$ cat src/rtl/gng_pkg.sv
// rtl/gng_pkg.sv - shared constants for the Gaussian noise generator datapath
package gng_pkg;

   localparam int GNG_WIDTH = 18;

   // Signed clamp limits at the datapath width
   localparam logic [GNG_WIDTH-1:0] SAT_MAX = {1'b0, {(GNG_WIDTH-1){1'b1}}};
   localparam logic [GNG_WIDTH-1:0] SAT_MIN = {1'b1, {(GNG_WIDTH-1){1'b0}}};

endpackage

$ cat src/rtl/adder_1.sv
// rtl/adder_1.sv - registered two's-complement adder with carry/overflow flags
module adder_1
   import gng_pkg::*;
#(
   parameter int WIDTH    = GNG_WIDTH,
   parameter bit SATURATE = 1'b0
) (
   input  logic             clk,
   input  logic             rst,
   input  logic             in_valid,
   input  logic [WIDTH-1:0] dataa,
   input  logic [WIDTH-1:0] datab,
   output logic [WIDTH-1:0] sum,
   output logic             carry,
   output logic             ovf,
   output logic             out_valid
);

   localparam int MSB = WIDTH - 1;
   localparam logic [WIDTH-1:0] CLAMP_MAX = {1'b0, {(WIDTH-1){1'b1}}};
   localparam logic [WIDTH-1:0] CLAMP_MIN = {1'b1, {(WIDTH-1){1'b0}}};

   logic [WIDTH:0]   full_sum;
   logic             raw_ovf;
   logic [WIDTH-1:0] result;

   logic [WIDTH-1:0] sum_d, sum_q;
   logic             carry_d, carry_q;
   logic             ovf_d, ovf_q;
   logic             out_valid_d, out_valid_q;

   always_comb begin
      full_sum = {1'b0, dataa} + {1'b0, datab};
      raw_ovf  = (dataa[MSB] == datab[MSB]) && (full_sum[MSB] != dataa[MSB]);
      result   = full_sum[WIDTH-1:0];
      // Flags always describe the raw sum, even when the value is clamped
      if (SATURATE && raw_ovf) begin
         result = dataa[MSB] ? CLAMP_MIN : CLAMP_MAX;
      end
   end

   always_comb begin
      sum_d       = sum_q;
      carry_d     = carry_q;
      ovf_d       = ovf_q;
      out_valid_d = in_valid;
      if (in_valid) begin
         sum_d   = result;
         carry_d = full_sum[WIDTH];
         ovf_d   = raw_ovf;
      end
   end

   always_ff @(posedge clk) begin
      if (rst) begin
         sum_q       <= '0;
         carry_q     <= 1'b0;
         ovf_q       <= 1'b0;
         out_valid_q <= 1'b0;
      end else begin
         sum_q       <= sum_d;
         carry_q     <= carry_d;
         ovf_q       <= ovf_d;
         out_valid_q <= out_valid_d;
      end
   end

   assign sum       = sum_q;
   assign carry     = carry_q;
   assign ovf       = ovf_q;
   assign out_valid = out_valid_q;

endmodule

$ cat config.mk
export PLATFORM = sky130hd
export DESIGN_NAME = adder_1
export DESIGN_NICKNAME = d
export VERILOG_FILES = /design/src/rtl/gng_pkg.sv /design/src/rtl/adder_1.sv
export SDC_FILE = /design/constraint.sdc
export NUM_CORES = 1
export LEC_CHECK = 0
export CORE_UTILIZATION = 49
export DETAILED_ROUTE_END_ITERATION = 7
export MAX_ROUTING_LAYER = met4
export PLACE_DENSITY = 0.95
export SLEW_MARGIN = 10
export SYNTH_ARGS = -nofsm -noshare
export SYNTH_HDL_FRONTEND = slang
export SYNTH_SLANG_ARGS = --single-unit
export TNS_END_PERCENT = 10
$ cat constraint.sdc
create_clock -name clk -period 5 [get_ports clk]
set_input_delay 1.25 -clock clk [delete_from_list [all_inputs] [get_ports clk]]
set_output_delay 1.25 -clock clk [all_outputs]
set_load 0.05 [all_outputs]
# Yosys cells after proc, flatten, opt, wreduce, memory -nomap -nowiden
# Cells that the tools add are included.
[op_classes]
eq_ne = 2
add_sub_neg = 1
n_reduce_logical = 1
[op_table]
columns = ["cell", "count"]
rows = [
  ["18-bit by 18-bit adder with 19-bit output", 1],
  ["1-bit equality test", 1],
  ["1-bit logical AND", 1],
  ["1-bit inequality test", 1],
]
[word_totals]
inputBits = 39
reg_bits = 21
output_inout_bits = 21

# Longest topological paths before layout
[logic_depth]
word_depth = 3
depth_mapped = 8
ltp_nobuf = 8

# Worst setup path before layout
# OpenSTA, ideal clock, no wires.
[synth_timing]
path_kind = "input port to flip-flop"
start = "in dataa[4]"
end = "reg sum_q[13], in the netlist sum[13]"
path_buffers = 0
path_stages = 7
slack_ns = 1.907
required_time_ns = 4.884
t_arrival_ns = 2.977
cell_sequence = "ha_1 and2_4 a221o_1 o21a_1 o21ba_1 or3_1 a31o_1"
[synth_via]
elab_chain_len = 1
[synth_lines]
columns = ["item", "line", "rtl"]
rows = [
  ["from (decl)", "adder_1.sv:11", "input logic [WIDTH-1:0] dataa,"],
  ["18-bit by 18-bit adder with 19-bit output", "adder_1.sv:33", "full_sum = {1'b0, dataa} + {1'b0, datab};"],
  ["to (signal assigned)", "adder_1.sv:61", "sum_q <= sum_d;"],
  ["to (decl)", "adder_1.sv:27", "logic [WIDTH-1:0] sum_d, sum_q;"],
]
# Every way passes these cells.
# A chain may end at the register's enable or synchronous reset.

# Worst setup path in the final report
[layout_timing]
start = "in dataa[0]"
end = "reg sum_q[16], in the netlist sum[16]"
# The elaborated chain is that of the path after synthesis.

==> flow_summary.toml <==
[run_status]
outcome = "finished clean"

[grt]
grt.overflow.total = 0
grt_max_degree = 32
grt_usage_pct = 25.3
grt_first_pass_wirelength_mm = 6.80
grt_pass1_vias = 1660
antenna_found_initial = 0

[timing]
drv_slew = 0
layout_worst_path_cycle_share_pct = 66.2
grt_setup_unrepaired = "no"
tns_ps = 0
final-setup-viol-count = 0
timing.final.hold_violations = 0
slew_headroom_pct = 29.8
worst_pin_slew_ps = 1050
finClkSkew_ps = 0
max_freq_mhz = 302
min_period_ps = 3310

[drt]
drt-total-wl_mm = 4.19
drtIter0Drc = 77
avgViaCountPerCell = 5.83
vias = 1772
remaining_drc_errors = 0
dr.pass1.iters = 4
ant_nets = 0
wl_per_cell_microns = 13.8

[worst_setup_path]
critPathLaunchType = "input pin"
crit_arrival_ps = 3520
r2r_start = "sum[17]"
cp_data_required_time_ps = 5210
cp_max_fo = 3
r2r_end = "sum[17]"
critPathSlowestCell = "or4_1"
rrSetupSlack_ps = 4010
crit_path_end_kind = "register"
crit_chain = "clkdlybuf4s50_1 -> ha_1 -> fa_1 -> a211oi_1 -> nor3b_1 -> nand2_1 -> a21oi_1 -> or4_1 -> o311ai_0"
critPathMaxStageDelay_ps = 470
worst-setup-path-type = "in2reg"
reg2regPathDepth = 2

[place]
dp_hpwl_mm = 3.25
dpl.cell_count = 300
numPortBuffers = 59
gp_congestion = 0.901

[layout]
fin_nets = 319
final_cell_mix = "clkdlybuf4s50_1, dfxtp_1, a21oi_1, ha_1, nor2_1"
layout.cells.non_filler = 304
synthToLayoutAreaGrowth_pct = 38.4
drive_gt1_share_pct = 3.08
n_fill_cell = 256
antenna_cells = 0
final_common_cell = "clkdlybuf4s50_1"

[yosys]
syn_area_sq_um = 1680
synth_cells = 205
synthArstFlopShare_pct = 0
synth_warnings = 0
synth-edff-count = 0
synth-main-ff-cell = "dfxtp_1"
ys_ff_latch = 21
synth_area_leader_cell = "dfxtp_1"
syn_area_per_cell_sq_um = 8.20
ys_top_cells_by_area = "dfxtp_1, ha_1, a21oi_1"
synth_cell_types = 40
yosysSeqAreaShare_pct = 25.0
syn_nets = 263
synth_top_area_share_pct = 25.0

[power_and_ir_drop]
power.density_nw_per_um2 = 232
totalPowerFinal_uw = 539
p_leak_nw = 0.976
ir_drop_mv = 0.199

[floorplan]
die_h_microns = 60.6
core_sq_um = 3150
die-width_microns = 60.6
dieArea_sq_um = 3670
rows = 20
io_pins = 60
initial_core_util_pct = 53.3

[hold_path]
hold_path_end = "sum[9]"
hp-class = "reg2reg"
holdCritStartpoint = "sum[9]"
min_path_cells = 2

[cts]
tritoncts = "yes"
clk_latency_ps = 310
cts.sinks = 21
post_cts.repair.setup_buffers = 0
root_buffer = "clkbuf_4"
cts_buffers = 3
cts-hold-fix-buffers = 0
h-tree-depth = 1
ctsResizeCount = 0
cts.reportedPaths.clkPinSlew_ps = 120
clockBufferDepth = 2

[run]
maxCapViolCount = 0
## metrics by stage
| step | worst slack [ps] | area [sq um] | util (%) | hold WS [ps] |
|---|---|---|---|---|
| 4_1_cts | 1680 | 2330 | 73.8 | 492 |
| 3_5_place_dp | 1350 | 2300 | 73.0 | 467 |
| 5_1_grt | 1510 | 2330 | 73.8 | 515 |
| 3_3_place_gp | 1420 | 2300 | 73.0 | 454 |
| 6_report | 1690 | 2330 | 73.8 | 490 |
| 2_1_floorplan | 1910 | 1680 | - | 691 |
## worst max-delay path: cells and delay by family
family	cells	cell delay, ps
buf+inv	1	410
compound gates	3	490
simple gates	3	720
fa+ha+maj	2	660
## logic make-up after synthesis
family | after synthesis | share of synthesized area [%]
multiplexers | 8 | 4.76
adder cells (fa/ha/maj) | 19 | 14.6
flip-flops | 21 | 25.0
XOR/XNOR | 6 | 3.12
AND/OR/NAND/NOR | 72 | 23.3
buffers and inverters | 12 | 2.68
AO/OA/AOI/OAI | 67 | 26.6
## routing by layer
metal | track usage [%] | vias to the layer above | wire, microns
met1 | 31.8 | 815 | 1870
met3 | 1.49 | 8 | 267
li1 | - | 870 | -
met4 | 9.74 | 0 | 68
met5 | - | - | 0
met2 | 42.4 | 79 | 1990
## registers in the layout (all words and copies together), names as in the netlist
| signal | cells |
|---|---|
| out_valid | 1 |
| sum | 18 |
| ovf | 1 |
| carry | 1 |
## report_power, final
| group | switching, mW | internal (mW) |
|---|---|---|
| registers | 0.00843 | 0.184 |
| clock network | 0.0562 | 0.0312 |
| logic | 0.146 | 0.113 |
## cell usage after synthesis, drive strengths merged, types with 2 or more instances
| cell | count |
|---|---|
| a211oi | 5 |
| a21o | 11 |
| a21oi | 18 |
| a31oi | 2 |
| and2 | 2 |
| and3 | 5 |
| buf | 2 |
| clkbuf | 7 |
| dfxtp | 21 |
| ha | 18 |
| inv | 3 |
| mux2i | 8 |
| nand2 | 13 |
| nand2b | 7 |
| nand3 | 6 |
| nand3b | 2 |
| nand4 | 3 |
| nor2 | 16 |
| nor2b | 5 |
| nor3b | 7 |
| o21ai | 14 |
| o21bai | 4 |
| o311ai | 3 |
| or3 | 2 |
| or3b | 2 |
| or4 | 2 |
| xnor2 | 6 |
## worst max-delay path by stage
stage,start,slack (ps),end,cells past startpoint
2_1_floorplan,dataa[4],1910,sum[13],7
6_report,dataa[0],1690,sum[16],9
5_1_grt,dataa[0],1510,sum[16],9
3_3_place_gp,dataa[4],1420,sum[13],8
3_5_place_dp,dataa[0],1350,sum[16],9
4_1_cts,dataa[0],1680,sum[16],9
## cell type report
| class | count | area [sq um] | area share, % |
|---|---|---|---|
| Multi-Input combinational cell | 172 | 1220 | 52.3 |
| Clock buffer | 4 | 26.3 | 1.13 |
| Inverter | 3 | 11.3 | 0.484 |
| Timing Repair Buffer | 60 | 598 | 25.7 |
| Tap cell | 44 | 55.1 | 2.37 |
| Sequential cell | 21 | 420 | 18.1 |
No activity file was read; power rests on OpenSTA's default activity.
